$ cat src/rtl/fetch_mem_arbiter.sv
// -----------------------------------------------------------------------------
// fetch_mem_arbiter
//
// This block lets the instruction fetch unit (IF) and the load/store unit
// (DATA) share the core's single memory request port.
//
// - Requests are granted combinationally, at most one per cycle. DATA has
//   priority, but a starvation counter forces an IF grant after
//   P_STARVE_LIMIT consecutive DATA grants while IF is waiting.
// - The granted request is registered into a one-entry stage that drives
//   the shared port.
// - Each issued request pushes its owner into an in-order tag queue. The
//   queue routes responses back to the requester that issued them.
// - iIF_FLUSH invalidates every in-flight fetch, whether staged or queued.
//   DATA traffic is not affected.
//
// Ports
//   iCLOCK, iRESET                clock, asynchronous active-high reset
//   iIF_*  / oIF_LOCK             fetch request channel (valid/lock handshake)
//   iIF_FLUSH                     drop all pending fetch work
//   oIF_VALID/PAGEFAULT/DATA      fetch response, one-cycle valid pulse
//   iDATA_* / oDATA_LOCK          load/store request channel
//   oDATA_VALID/PAGEFAULT/DATA    load/store response, one-cycle valid pulse
//   oMEM_* / iMEM_LOCK            shared request port (registered payload)
//   iMEM_VALID/PAGEFAULT/DATA     in-order memory responses
//   oPROTOCOL_ERR                 sticky: response arrived with no request
//                                 outstanding
// -----------------------------------------------------------------------------
module fetch_mem_arbiter #(
  parameter int P_TAG_DEPTH    = 8,
  parameter int P_TAG_DEPTH_N  = 3,
  parameter int P_STARVE_LIMIT = 4
) (
  input  logic        iCLOCK,
  input  logic        iRESET,
  // fetch request / response
  input  logic        iIF_REQ,
  output logic        oIF_LOCK,
  input  logic [1:0]  iIF_MMUMOD,
  input  logic [31:0] iIF_ADDR,
  input  logic        iIF_FLUSH,
  output logic        oIF_VALID,
  output logic        oIF_PAGEFAULT,
  output logic [31:0] oIF_DATA,
  // load/store request / response
  input  logic        iDATA_REQ,
  output logic        oDATA_LOCK,
  input  logic        iDATA_RW,
  input  logic [3:0]  iDATA_MASK,
  input  logic [1:0]  iDATA_MMUMOD,
  input  logic [31:0] iDATA_ADDR,
  input  logic [31:0] iDATA_DATA,
  output logic        oDATA_VALID,
  output logic        oDATA_PAGEFAULT,
  output logic [31:0] oDATA_DATA,
  // shared memory port
  output logic        oMEM_REQ,
  input  logic        iMEM_LOCK,
  output logic        oMEM_RW,
  output logic [3:0]  oMEM_MASK,
  output logic [1:0]  oMEM_MMUMOD,
  output logic [31:0] oMEM_ADDR,
  output logic [31:0] oMEM_DATA,
  input  logic        iMEM_VALID,
  input  logic        iMEM_PAGEFAULT,
  input  logic [31:0] iMEM_DATA,
  output logic        oPROTOCOL_ERR
);

  localparam int   L_CNT_W    = P_TAG_DEPTH_N + 1;
  localparam int   L_OCC_W    = P_TAG_DEPTH_N + 2;
  localparam int   L_STARVE_W = $clog2(P_STARVE_LIMIT + 1);
  localparam logic OWNER_IF   = 1'b0;
  localparam logic OWNER_DATA = 1'b1;

  // ---------------------------------------------------------------------------
  // State
  // ---------------------------------------------------------------------------
  // stage register (one request waiting for the shared port)
  logic                     b_out_valid;
  logic                     b_out_owner;
  logic                     b_out_rw;
  logic [3:0]               b_out_mask;
  logic [1:0]               b_out_mmumod;
  logic [31:0]              b_out_addr;
  logic [31:0]              b_out_data;

  // in-order tag queue, one owner bit and one live bit per entry
  logic [P_TAG_DEPTH-1:0]   tag_owner_reg;
  logic [P_TAG_DEPTH-1:0]   tag_owner_next;
  logic [P_TAG_DEPTH-1:0]   tag_live_reg;
  logic [P_TAG_DEPTH-1:0]   tag_live_next;
  logic [P_TAG_DEPTH_N-1:0] wr_ptr_reg;
  logic [P_TAG_DEPTH_N-1:0] rd_ptr_reg;
  logic [L_CNT_W-1:0]       tag_count_reg;

  logic [L_STARVE_W-1:0]    b_starve;

  // ---------------------------------------------------------------------------
  // Issue / pop / acceptance
  // ---------------------------------------------------------------------------
  logic               issue;
  logic               pop;
  logic               stray_resp;
  logic               stage_free;
  logic [L_OCC_W-1:0] occupancy;
  logic               can_accept;
  logic               starved;
  logic               if_wins;
  logic               grant_if;
  logic               grant_data;
  logic               head_owner;
  logic               head_live;

  assign issue      = b_out_valid && !iMEM_LOCK;
  assign pop        = iMEM_VALID && (tag_count_reg != '0);
  assign stray_resp = iMEM_VALID && (tag_count_reg == '0);
  assign stage_free = !b_out_valid || !iMEM_LOCK;

  // Every request counts against the depth from the time it is staged until
  // its response pops. The staged entry moves into the queue when it issues,
  // so issuing does not free anything. A pop in the same cycle does free a
  // slot, and that slot can be reused at once.
  assign occupancy  = L_OCC_W'(tag_count_reg) + L_OCC_W'(b_out_valid) - L_OCC_W'(pop);
  assign can_accept = stage_free && (occupancy < L_OCC_W'(P_TAG_DEPTH)) && !iRESET;

  // IF wins only if it is not being flushed. When it is flushed, the slot
  // goes to DATA.
  assign starved    = (b_starve == L_STARVE_W'(P_STARVE_LIMIT));
  assign if_wins    = iIF_REQ && !iIF_FLUSH && (starved || !iDATA_REQ);
  assign grant_if   = can_accept && if_wins;
  assign grant_data = can_accept && iDATA_REQ && !if_wins;

  assign oIF_LOCK   = !grant_if;
  assign oDATA_LOCK = !grant_data;

  // shared port is driven straight from the stage
  assign oMEM_REQ    = b_out_valid;
  assign oMEM_RW     = b_out_rw;
  assign oMEM_MASK   = b_out_mask;
  assign oMEM_MMUMOD = b_out_mmumod;
  assign oMEM_ADDR   = b_out_addr;
  assign oMEM_DATA   = b_out_data;

  assign head_owner = tag_owner_reg[rd_ptr_reg];
  assign head_live  = tag_live_reg[rd_ptr_reg];

  // ---------------------------------------------------------------------------
  // Per-entry next state of the tag queue
  // ---------------------------------------------------------------------------
  genvar gi;
  generate
    for (gi = 0; gi < P_TAG_DEPTH; gi++) begin : g_tag
      logic push_here;
      assign push_here = issue && (wr_ptr_reg == P_TAG_DEPTH_N'(gi));
      assign tag_owner_next[gi] = push_here ? b_out_owner : tag_owner_reg[gi];
      // An IF request that issues during a flush is queued as dead, so its
      // response is dropped like those of the older fetches.
      assign tag_live_next[gi]  = push_here
                                ? ((b_out_owner == OWNER_DATA) || !iIF_FLUSH)
                                : (tag_live_reg[gi] &&
                                   !(iIF_FLUSH && (tag_owner_reg[gi] == OWNER_IF)));
    end
  endgenerate

  // ---------------------------------------------------------------------------
  // Sequential logic
  // ---------------------------------------------------------------------------
  always_ff @(posedge iCLOCK or posedge iRESET) begin
    if (iRESET) begin
      b_out_valid     <= 1'b0;
      b_out_owner     <= OWNER_IF;
      b_out_rw        <= 1'b0;
      b_out_mask      <= 4'h0;
      b_out_mmumod    <= 2'h0;
      b_out_addr      <= 32'h0;
      b_out_data      <= 32'h0;
      tag_owner_reg   <= '0;
      tag_live_reg    <= '0;
      wr_ptr_reg      <= '0;
      rd_ptr_reg      <= '0;
      tag_count_reg   <= '0;
      b_starve        <= '0;
      oIF_VALID       <= 1'b0;
      oIF_PAGEFAULT   <= 1'b0;
      oIF_DATA        <= 32'h0;
      oDATA_VALID     <= 1'b0;
      oDATA_PAGEFAULT <= 1'b0;
      oDATA_DATA      <= 32'h0;
      oPROTOCOL_ERR   <= 1'b0;
    end else begin
      // ---- stage register ----
      if (grant_if) begin
        b_out_valid  <= 1'b1;
        b_out_owner  <= OWNER_IF;
        b_out_rw     <= 1'b0;
        b_out_mask   <= 4'hF;
        b_out_mmumod <= iIF_MMUMOD;
        b_out_addr   <= iIF_ADDR;
        b_out_data   <= 32'h0;
      end else if (grant_data) begin
        b_out_valid  <= 1'b1;
        b_out_owner  <= OWNER_DATA;
        b_out_rw     <= iDATA_RW;
        b_out_mask   <= iDATA_MASK;
        b_out_mmumod <= iDATA_MMUMOD;
        b_out_addr   <= iDATA_ADDR;
        b_out_data   <= iDATA_DATA;
      end else if (issue) begin
        b_out_valid  <= 1'b0;
      end else if (iIF_FLUSH && b_out_valid && (b_out_owner == OWNER_IF)) begin
        // a fetch still stuck behind iMEM_LOCK is simply withdrawn
        b_out_valid  <= 1'b0;
      end

      // ---- tag queue ----
      tag_owner_reg <= tag_owner_next;
      tag_live_reg  <= tag_live_next;
      if (issue) begin
        wr_ptr_reg <= (wr_ptr_reg == P_TAG_DEPTH_N'(P_TAG_DEPTH - 1)) ? '0 : wr_ptr_reg + 1'b1;
      end
      if (pop) begin
        rd_ptr_reg <= (rd_ptr_reg == P_TAG_DEPTH_N'(P_TAG_DEPTH - 1)) ? '0 : rd_ptr_reg + 1'b1;
      end
      case ({issue, pop})
        2'b10:   tag_count_reg <= tag_count_reg + 1'b1;
        2'b01:   tag_count_reg <= tag_count_reg - 1'b1;
        default: tag_count_reg <= tag_count_reg;
      endcase

      // ---- starvation counter ----
      if (grant_if || !iIF_REQ) begin
        b_starve <= '0;
      end else if (grant_data && !starved) begin
        b_starve <= b_starve + 1'b1;
      end

      // ---- response routing ----
      oIF_VALID   <= 1'b0;
      oDATA_VALID <= 1'b0;
      if (pop) begin
        if (head_owner == OWNER_DATA) begin
          oDATA_VALID     <= 1'b1;
          oDATA_PAGEFAULT <= iMEM_PAGEFAULT;
          oDATA_DATA      <= iMEM_DATA;
        end else if (head_live && !iIF_FLUSH) begin
          oIF_VALID       <= 1'b1;
          oIF_PAGEFAULT   <= iMEM_PAGEFAULT;
          oIF_DATA        <= iMEM_DATA;
        end
      end

      if (stray_resp) begin
        oPROTOCOL_ERR <= 1'b1;
      end
    end
  end

endmodule

$ cat config.mk
export PLATFORM = sky130hd
export DESIGN_NAME = fetch_mem_arbiter
export DESIGN_NICKNAME = d
export VERILOG_FILES = /design/src/rtl/fetch_mem_arbiter.sv
export SDC_FILE = /design/constraint.sdc
export NUM_CORES = 1
export LEC_CHECK = 0
export ABC_AREA = 1
export CAP_MARGIN = 20
export CORE_ASPECT_RATIO = 1.25
export CORE_MARGIN = 3
export CORE_UTILIZATION = 40
export DETAILED_ROUTE_END_ITERATION = 10
export GPL_ROUTABILITY_DRIVEN = 0
export GPL_TIMING_DRIVEN = 0
export PLACE_DENSITY = 0.76
export SETUP_SLACK_MARGIN = 0.02
export SLEW_MARGIN = 20
export SYNTH_ARGS = -nofsm -noshare
export SYNTH_HDL_FRONTEND = slang
export SYNTH_SLANG_ARGS = --single-unit
export TNS_END_PERCENT = 20
$ cat constraint.sdc
create_clock -name iCLOCK -period 5.6 [get_ports iCLOCK]
set_clock_uncertainty 0.05 [all_clocks]
set_input_delay 1.12 -clock iCLOCK [delete_from_list [all_inputs] [get_ports iCLOCK]]
set_output_delay 1.12 -clock iCLOCK [all_outputs]
set_load 0.1 [all_outputs]
==> impl_results.md <==
- Outcome: finished clean
- Synth warnings: 0
- Cell Count Post-Placement: 1410
- Syn Nets: 1048
- Unrepaired setup endpoints after global routing: no
- H-tree depth: 4
- Mapped cell area: 7730 um2
- Max_cap viols: 0
- Async SR Flop Fraction: 100%
- Final period util: 91.5%
- Primary FF master, synth: dfrtp_1
- Hold Path Class: reg2reg
- CTS buffer count: 17
- Initial antenna violation count: 1
- Slew headroom: 29.8%
- Area added between synthesis and finish: 50.7%
- Total Wirelength: 22.6 mm
- Fillers: 1651
- Final WS setup: 474 ps
- Unique cell type count in the Yosys netlist: 29
- Critical path class: in2out
- Cell count after synthesis: 885
- Average wire per standard cell: 15.7 um
- Total Neg Setup Slack: 0 ps
- CTS tree: done
- Commonest non-fill, non-tap cells in the layout: nand2_1, clkdlybuf4s50_1, dfrtp_1
- Register area: 4280 um2
- Multi-input gate area: 2850 um2
- WP data required: 4430 ps
- HPWL after detailed placement: 17.6 mm
- Total Nets Final: 1360
- Largest net degree at the start of global routing: 34
- N_diodes: 0
- Routed vias: 6917
- CP dominant cell by count: nand2_1
- Instance area at placement: 11000 um2
- Hold path depth: 2
- Count of final hold-check violations: 0
- GR Overflow Total: 0
- Number of synthesized flops with an enable pin: 0
- Crit-path max cell delay: 1160 ps
- Slew Limit Fails: 0
- Critical path's slowest cell: clkdlybuf4s50_1
- DP Worst Slack: 205 ps
- Sequential-to-total area share from yosys stat: 55.4%
- Number of global-route vias before repair: 6960
- Syn avg cell area: 8.73 um2
- TritonRoute pass-1 iters: 7
- Post-Layout Inst Area: 11600 um2
- Critical path peak fanout: 8
- Row count: 56
- Final min period: 5130 ps
- Initial Utilization: 41.0%
- Max Clk Rate: 195 MHz
- Seq cells post-synth: 171
- Slew @ Worst Pin: 1050 ps
- CTS clk-pin slew, worst paths: 70 ps
- Worst reg2reg path depth: 20
- Post-DRT Antenna Nets: 0
- First-pass GRT wire length: 35.7 mm
- Vias per inst: 4.80
- DRC violation count after routing: 0
- Worst skew pair latency: 430 ps
- Die Ht: 161 um
- Crit-path cells: clkdlybuf4s50_1 > nand3_1 > ha_1 > nand2_1 > inv_1 > nand2_1 > nand2_1 > nand2_1 > a21oi_1 > nor2_4 > nand3_4 > clkdlybuf4s50_1
- Critical path launch point type: primary input
- Root buffer cell: clkbuf_16
- Clock Sinks: 171
- Die Area: 21000 um2
- Endpoint class of the critical path: primary output
- Arr. time, crit path: 3960 ps
- Port Buf Inserts: 287
- Die width: 130 um
- Post-Layout Cell Count: 1442
- GRT Total Usage: 21.6%
- Ports: 288
- Buffers from clock root to sink, at most: 2
- DRT iter0 DRCs: 289
- Share of layout cells above drive strength 1: 8.93%
- Leading cell type in the layout, fill and taps excluded: nand2_1
- Setup-failing EPs final: 0
- Core Area: 18800 um2
==> area by class of cell <==
class | instances | area share (%)
Clock inverter | 15 | 1.68
Tap cell | 232 | 2.49
Multi-Input combinational cell | 569 | 24.4
Timing Repair Buffer | 293 | 25.8
Buffer | 40 | 1.77
Clock buffer | 17 | 3.65
Sequential cell | 171 | 36.8
Inverter | 105 | 3.42
==> cells by family after synthesis <==
family,Yosys count,share of synthesized area (%)
compound gates,52,3.58
xor+xnor,4,0.454
fa+ha+maj,18,3.01
buf+inv,145,7.77
flops,171,55.4
mux,33,4.81
simple gates,462,25.0
==> synth_stat cells (2+ instances only) <==
cell,n,area (um2)
a21oi_1,19,95.1
buf_2,24,120
buf_4,3,22.5
buf_6,2,22.5
clkbuf_1,10,37.5
dfrtp_1,171,4280
ha_1,17,213
inv_1,101,379
inv_2,3,11.3
mux2_2,33,372
nand2_1,336,1260
nand3_1,49,245
nand3_4,2,35.0
nand4_1,38,238
nor2_1,34,128
o21ai_0,27,135
o221ai_1,2,17.5
xor2_1,3,26.3
==> stage by stage <==
step / hold slack, ps / utilization, %
after floorplan: 428 / -
after global placement: 403 / 57.8
after detailed placement: 407 / 58.5
after CTS: 425 / 61.8
after global routing: 438 / 61.8
final: 421 / 61.8
==> layer usage <==
metal,up-vias,part of all wire (%),global-route usage [%]
li1,3413,-,-
met1,3203,39,24.0
met2,265,50,38.3
met3,34,9.4,7.84
met4,2,1.9,6.62
met5,-,0.058,0
==> what timing repair did <==
action,4_1_cts,5_1_grt
hold buffers,0,0
endpoints found under the setup margin,0,1
setup buffers,0,0
hold endpoints to repair,0,0
gates resized for setup,0,1
==> worst max-delay path, delay by kind of cell <==
kind	cells	cell delay, ps
AO/OA/AOI/OAI	1	210
adder cells (fa/ha/maj)	1	300
AND/OR/NAND/NOR	7	560
buffers and inverters	3	1740
==> final timing paths <==
kind | start | endpoint | slack (ps)
min in group asynchronous | iRESET | oPROTOCOL_ERR$_DFFE_PP0P_ | 1030
hold reg to reg | oMEM_DATA[4]$_DFFE_PP0P_ | oMEM_DATA[4]$_DFFE_PP0P_ | 420
max in group asynchronous | iRESET | oIF_DATA[17]$_DFFE_PP0P_ | 3800
setup / recovery | iMEM_VALID | oDATA_LOCK | 470
hold / removal | oMEM_DATA[4]$_DFFE_PP0P_ | oMEM_DATA[4]$_DFFE_PP0P_ | 420
setup reg to reg | tag_count_reg[2]$_DFFE_PP0P_ | oMEM_DATA[5]$_DFFE_PP0P_ | 2780
Power is not shown: default switching activity piles up to over one toggle a cycle in this logic, so the estimate is an artifact.
